[src/rtl/ssc_pkg.sv]
// Shared definitions for the single-slope ADC conversion controller.
package ssc_pkg;

  typedef enum logic [1:0] {
    ST_IDLE  = 2'd0,
    ST_CLEAR = 2'd1,
    ST_RAMP  = 2'd2,
    ST_HOLD  = 2'd3
  } state_e;

  localparam int SETTLE_W = 8;

endpackage

[src/rtl/sync_ff.sv]
// N-stage flop synchronizer for a single asynchronous bit, async active-low reset.
module sync_ff #(
  parameter int STAGES = 2
) (
  input  logic clk,
  input  logic rst_n,
  input  logic d_i,
  output logic q_o
);

  logic [STAGES-1:0] sync_q;

  always_ff @(posedge clk or negedge rst_n) begin
    if (!rst_n) begin
      sync_q <= '0;
    end else begin
      sync_q <= {sync_q[STAGES-2:0], d_i};
    end
  end

  assign q_o = sync_q[STAGES-1];

endmodule

[src/rtl/single_slope_ctrl.sv]
// Single-slope ADC conversion controller: discharge, ramp, latch count, valid/ready handoff.
// Optional build macro SSC_OFFSET_CORR_EN removes the synchronizer latency from trip codes.
module single_slope_ctrl
  import ssc_pkg::*;
#(
  parameter int WIDTH       = 8,
  parameter int SETTLE      = 4,
  parameter int SYNC_STAGES = 2
) (
  input  logic             clk,
  input  logic             rst_n,
  input  logic             start,
  input  logic             cmp,
  input  logic [WIDTH-1:0] cnt_count,
  input  logic             cnt_overflow,
  output logic             cnt_rst,
  output logic             cnt_en,
  output logic             ramp_rst,
  output logic             busy,
  output logic [WIDTH-1:0] result,
  output logic             result_ovf,
  output logic             result_valid,
  input  logic             result_ready
);

  localparam logic [SETTLE_W-1:0] SETTLE_LOAD = SETTLE_W'(SETTLE - 1);

  state_e              state_q, state_d;
  logic [SETTLE_W-1:0] settle_q, settle_d;
  logic [WIDTH-1:0]    result_q, result_d;
  logic                result_ovf_q, result_ovf_d;
  logic                cmp_sync;

  sync_ff #(
    .STAGES(SYNC_STAGES)
  ) u_cmp_sync (
    .clk  (clk),
    .rst_n(rst_n),
    .d_i  (cmp),
    .q_o  (cmp_sync)
  );

`ifdef SSC_OFFSET_CORR_EN
  // The count has advanced SYNC_STAGES times since cmp actually tripped.
  function automatic logic [WIDTH-1:0] trip_code(input logic [WIDTH-1:0] raw);
    if (raw >= WIDTH'(SYNC_STAGES)) begin
      return raw - WIDTH'(SYNC_STAGES);
    end
    return '0;
  endfunction
`else
  function automatic logic [WIDTH-1:0] trip_code(input logic [WIDTH-1:0] raw);
    return raw;
  endfunction
`endif

  always_comb begin
    state_d      = state_q;
    settle_d     = settle_q;
    result_d     = result_q;
    result_ovf_d = result_ovf_q;
    unique case (state_q)
      ST_IDLE: begin
        if (start) begin
          state_d  = ST_CLEAR;
          settle_d = SETTLE_LOAD;
        end
      end
      ST_CLEAR: begin
        if (settle_q == '0) begin
          state_d = ST_RAMP;
        end else begin
          settle_d = settle_q - SETTLE_W'(1);
        end
      end
      ST_RAMP: begin
        // A set overflow means the count has already wrapped, so it outranks the trip.
        if (cnt_overflow) begin
          result_d     = '1;
          result_ovf_d = 1'b1;
          state_d      = ST_HOLD;
        end else if (cmp_sync) begin
          result_d     = trip_code(cnt_count);
          result_ovf_d = 1'b0;
          state_d      = ST_HOLD;
        end
      end
      ST_HOLD: begin
        if (result_ready) begin
          state_d = ST_IDLE;
        end
      end
      default: state_d = ST_IDLE;
    endcase
  end

  always_ff @(posedge clk or negedge rst_n) begin
    if (!rst_n) begin
      state_q      <= ST_IDLE;
      settle_q     <= '0;
      result_q     <= '0;
      result_ovf_q <= 1'b0;
    end else begin
      state_q      <= state_d;
      settle_q     <= settle_d;
      result_q     <= result_d;
      result_ovf_q <= result_ovf_d;
    end
  end

  assign cnt_rst      = (state_q == ST_IDLE) || (state_q == ST_CLEAR);
  assign ramp_rst     = (state_q == ST_IDLE) || (state_q == ST_CLEAR);
  assign cnt_en       = (state_q == ST_RAMP);
  assign result_valid = (state_q == ST_HOLD);
  assign busy         = (state_q != ST_IDLE);
  assign result       = result_q;
  assign result_ovf   = result_ovf_q;

endmodule

[config.mk]
export PLATFORM = sky130hd
export DESIGN_NAME = single_slope_ctrl
export DESIGN_NICKNAME = d
export VERILOG_FILES = /design/src/rtl/ssc_pkg.sv /design/src/rtl/sync_ff.sv /design/src/rtl/single_slope_ctrl.sv
export SDC_FILE = /design/constraint.sdc
export NUM_CORES = 1
export LEC_CHECK = 0
export ABC_AREA = 1
export CAP_MARGIN = 20
export CORE_MARGIN = 2
export CORE_UTILIZATION = 48
export DETAILED_ROUTE_END_ITERATION = 12
export HOLD_SLACK_MARGIN = 0.05
export MAX_ROUTING_LAYER = met4
export PLACE_DENSITY = 0.78
export REMOVE_ABC_BUFFERS = 1
export SLEW_MARGIN = 20
export SYNTH_ARGS = -nofsm -noshare
export SYNTH_HDL_FRONTEND = slang
export SYNTH_SLANG_ARGS = --single-unit
[constraint.sdc]
create_clock -name clk -period 2.2 [get_ports clk]
set_clock_uncertainty 0.1 [all_clocks]
set_input_delay 0.66 -clock clk [delete_from_list [all_inputs] [get_ports clk]]
set_output_delay 0.66 -clock clk [all_outputs]
set_load 0.02 [all_outputs]
======== After elaboration in Yosys (flattened, before gate mapping) ========
Index checks and enable logic that the tools add are counted.
word-level totals
  bits in registers ....................... 21
  bits in latches ......................... 0
  RAM bits ................................ 0
  bits in read-only memories .............. 0
  input port bits ......................... 14
  output and inout bits ................... 14
  memories kept ........................... 0
cells by class
  $add $sub $neg .......................... 1
  multipliers ............................. 0
  divide/modulo/power cells ............... 0
  $lt $le $gt $ge ......................... 0
  equality and inequality tests ........... 8
  shift-type cells ........................ 0
  muxes and demuxes ....................... 13
  bitwise logic cells ..................... 0
  reduce and logical (&&, ||, !) cells .... 9
operator list
  kind                 number
  $mux 8               4
  $pmux 8 s2           1
  $mux 2               5
  $logic_not 8->1      1
  $pmux 2 s4           1
  $sub 8x1->8 const B  1
  $ne 2x2->1 const B   3
  $reduce_bool 2->1    3
  $eq 2x2->1 const B   2
  $reduce_and 4->1     1
  $ne 3x2->1 const B   1
  $reduce_and 3->1     1
  $eq 2x1->1 const B   1
  $logic_not 2->1      1
  $mux 1               2
  $ne 2x1->1 const B   1
  $reduce_and 2->1     1
  $logic_or 1x1->1     1

======== Longest topological paths before layout ========
  word-level depth ........................ 3
  depth in mapped cells ................... 9
  gate-level depth less buffers ........... 9

======== Cells and area by module ========
From an unflattened synthesis, not the netlist that was laid out.
second synthesis, totals
  cell total of the unflattened synthesis .. 140
  area total of the unflattened synthesis .. 1171.1 um^2
by module, submodules not included
  module             times used  cells each  area each (um^2)  seq. area each (um^2)
  single_slope_ctrl  1           138         1121.1            475.5
  sync_ff            1           2           50.0              50.0

======== Worst setup path after synthesis ========
No wires, ideal clock.
  kind .................................... register to output
  start point ............................. register state_q[0]
  end point ............................... output port ramp_rst
  arrival time ............................ 1.249 ns
  required time ........................... 1.440 ns
  slack ................................... 0.191 ns
  stages on the path, launching flop included .. 6
  cell sequence ........................... dfrtp_1 inv_1 ha_1 inv_1 nand2_1 buf_4
on the way
  longest elaborated chain between the ends .. 2
  elaborated cells between the ends (all ways) .. 3
  classes of those cells .................. 1 x eq/ne; 2 x reduce/logical
ends and longest elaborated chain
  what                                                  line                      RTL
  start: declaration                                    single_slope_ctrl.sv:28   state_e state_q, state_d;
  start signal: assignment                              single_slope_ctrl.sv:104  state_q <= state_d;
  $eq 2x1->1 / $logic_not 2->1 (equally long branches)  n/a
  $logic_or 1x1->1 (*)                                  n/a
  end: declaration                                      single_slope_ctrl.sv:18   output logic ramp_rst,
Mark *: on every way between the ends. The rest lies on a longest branch, timed or not.

======== Worst setup path in the final report ========
  start point ............................. register state_q[1]
  end point ............................... output port cnt_en
on the way
  longest elaborated chain between the ends .. 1
ends and longest elaborated chain
  what              line                      RTL
  $eq 2x2->1        single_slope_ctrl.sv:113  assign cnt_en = (state_q == ST_RAMP);
  end: declaration  single_slope_ctrl.sv:17   output logic cnt_en,
No other way between the ends.

==> results.cfg <==
[synthesis]
ys_seq_elements = 21
netlist_instances = 142
synth_area_mm2 = 0.001141
yosys.cell_types.count = 21
ys_warn_count = 0
seq_area_frac_synth = 0.4605
syn_avg_cell_area_um2 = 8.036

[worst_setup_path]
timing.rr.start = state_q[1]
worstSetupPathType = flop to output port
worstReg2RegEnd = settle_q[0]
crit_path_end_kind = output port
cp_max_fo = 4
cp_data_required_time_ns = 1.44
cp.arrival_ns = 1.39
critPathLaunchType = flop
ff2ff_setup_slack_ns = 0.55
rr_worst_depth = 10

[global_routing]
antenna_found_initial = 0
grt_pass1_vias = 952
gr-max-usage-layer = met2
grt_use_total = 0.1949
grt_pass1_wl_um = 3870
gr-usage-met1 = 0.2264
grt_overflow = 0
grt_max_degree = 22
grt_util_met2 = 0.3458
grt.met3_usage = 0.02571

[drt]
drt-total-wl_um = 2288
drc = 0
ant_nets = 0
vias = 992
via_per_inst = 4.839
post_drt_wl_per_cell_um = 11.16
drt_iter0_markers = 21
drt_first_pass_iters = 4

[clock_tree]
cts.clk_slew.worst_paths_ns = 0.11
cts_buffers = 3
ctsHoldBuffers = 0
clk_latency_ns = 0.29
clk_path_buf_depth = 2
cts_htree_levels = 1
root_buffer = clkbuf_4
clock_sinks = 21
cts_tree = yes

[sta]
fin_hold_ws_ns = 0.2655
fin_crit_sh = 0.9772
relSlewSlack = 0.8064
hold_viol = 0
worst_slew_pin_slew_ns = 0.2894
timing.fmax_mhz = 465.1
report.final.setup_viol = 0
slew_viol_final = 0
period_needed_ns = 2.150

[place]
portBuffers = 27
dp_cells = 198
dpl.hpwl_um = 1767
gp_congestion = 0.7931
placed_area_mm2 = 0.001456

[final_layout]
fin_nets = 198
diodes = 0
area_delta_synth_final_pct = 30.48
final_cells = 205
final_layout_size_suffix_gt1_frac = 0.1582
fin_area_mm2 = 0.001489
fillerInstances = 177
utilization = 0.6667
multiInputGateArea_um2 = 521.8
regArea_um2 = 525.5

[worst_hold_path]
hold_class = flop to flop
min-delay-start = u_cmp_sync.sync_q[0]
min_path_cells = 0
hold_path_end = u_cmp_sync.sync_q[1]

[run_status]
status = finished, final reports clean

[power_and_ir_drop]
power.density_mw_per_mm2 = 1592
peakVddDrop_v = 0.0009294
leakagePower_uw = 0.0007317

[die]
die_h_um = 52.76
core_area_mm2 = 0.002233
ios = 28
start_util = 0.5109
num_rows = 17
die_x_um = 52.76
die-area_mm2 = 0.002783

[run]
cap_violations = 0
==> critical path, cell delays in order (launching register included) <==
cell             delay, ns
dfrtp_1               0.42
buf_4                 0.14
ha_1                  0.23
clkdlybuf4s15_1       0.31
==> power breakdown <==
group,internal (uW),total (uW),switching [uW]
clock network,70.4,176,105
logic,602,1480,883
registers,569,710,141
==> how the worst max path moves through the flow <==
stage	end	from	depth (start not counted)	slack, ns
2_1_floorplan	cnt_rst	state_q[1]	4	0.31
3_3_place_gp	cnt_rst	state_q[0]	5	0.09
3_5_place_dp	ramp_rst	state_q[1]	5	0.03
4_1_cts	ramp_rst	state_q[0]	5	0.03
5_1_grt	cnt_en	state_q[1]	3	-0.008
6_report	cnt_en	state_q[1]	3	0.05
==> synthesized netlist by cell type <==
| cell type | n | area share |
|---|---|---|
| o21ai_0 | 12 | 0.053 |
| buf_2 | 1 | 0.0044 |
| nor2_2 | 3 | 0.016 |
| nand2_4 | 1 | 0.0099 |
| inv_2 | 1 | 0.0033 |
| nor3_2 | 1 | 0.0088 |
| nand2_2 | 3 | 0.016 |
| ha_1 | 6 | 0.066 |
| inv_1 | 15 | 0.049 |
| dfrtp_1 | 21 | 0.46 |
| inv_4 | 1 | 0.0055 |
| a21oi_2 | 1 | 0.0077 |
| nand3_1 | 8 | 0.035 |
| o21ai_2 | 3 | 0.023 |
| nor3_1 | 1 | 0.0044 |
| o21ai_1 | 3 | 0.013 |
| nand4_1 | 2 | 0.011 |
| buf_4 | 3 | 0.020 |
| nand2_1 | 35 | 0.12 |
| xor2_1 | 2 | 0.015 |
| nor2_1 | 19 | 0.063 |
==> registers in the layout (all words and copies together), names as in the netlist <==
| signal | flops |
|---|---|
| result | 8 |
| state_q | 2 |
| result_ovf | 1 |
| u_cmp_sync.sync_q | 2 |
| settle_q | 8 |
==> metrics by stage <==
step                total power [uW]  worst slack [ns]   TNS (ns)
floorplan                       1674            0.3086          0
global placement                2146           0.09371          0
detailed placement              2208           0.02871          0
CTS                             2375           0.02584          0
global route                    2606         -0.007623  -0.007623
finish                          2371           0.05009          0
==> layout by cell type, fill, tap and decap left out, drive strengths merged <==
master / instances
a21oi: 1
clkdlybuf4s15: 1
nand4: 2
buf: 10
dlygate4sd2: 1
clkdlybuf4s50: 22
nor3: 2
inv: 17
clkbuf: 5
dfrtp: 21
nor2: 22
nand3: 8
xor2: 2
nand2: 39
o21ai: 18
ha: 6
==> cell type report <==
class	instances	share of cell area
clock buffer	4	0.01765
inverter	17	0.04454
multi-input combinational	100	0.3504
sequential	21	0.3529
tap	28	0.02353
timing repair buffer	35	0.2109
==> logic make-up (layout without fill, tap and decap cells) <==
group / Yosys count / after routing / share of synthesized area
adders and majority gates: 6 / 6 / 0.06579
buffers and inverters: 21 / 56 / 0.08223
DFF: 21 / 21 / 0.4605
and+or+nand+nor: 73 / 73 / 0.2796
AOI/OAI and AO/OA: 19 / 19 / 0.09650
xor gates and xnor gates: 2 / 2 / 0.01535
==> per-layer routing <==
metal / part of all wire / vias to the layer above
met3: 0.044 / 2
met1: 0.46 / 452
met4: 0.0057 / 0
met2: 0.49 / 26
met5: 0 / -
li1: - / 512
==> repair_timing <==
item                       in CTS  in global routing
setup endpoints to repair       5                  4
gates cloned                    0                  0
buffers inserted                1                  2
resized for setup               9                  5
Power figures use the tool's default switching activity.
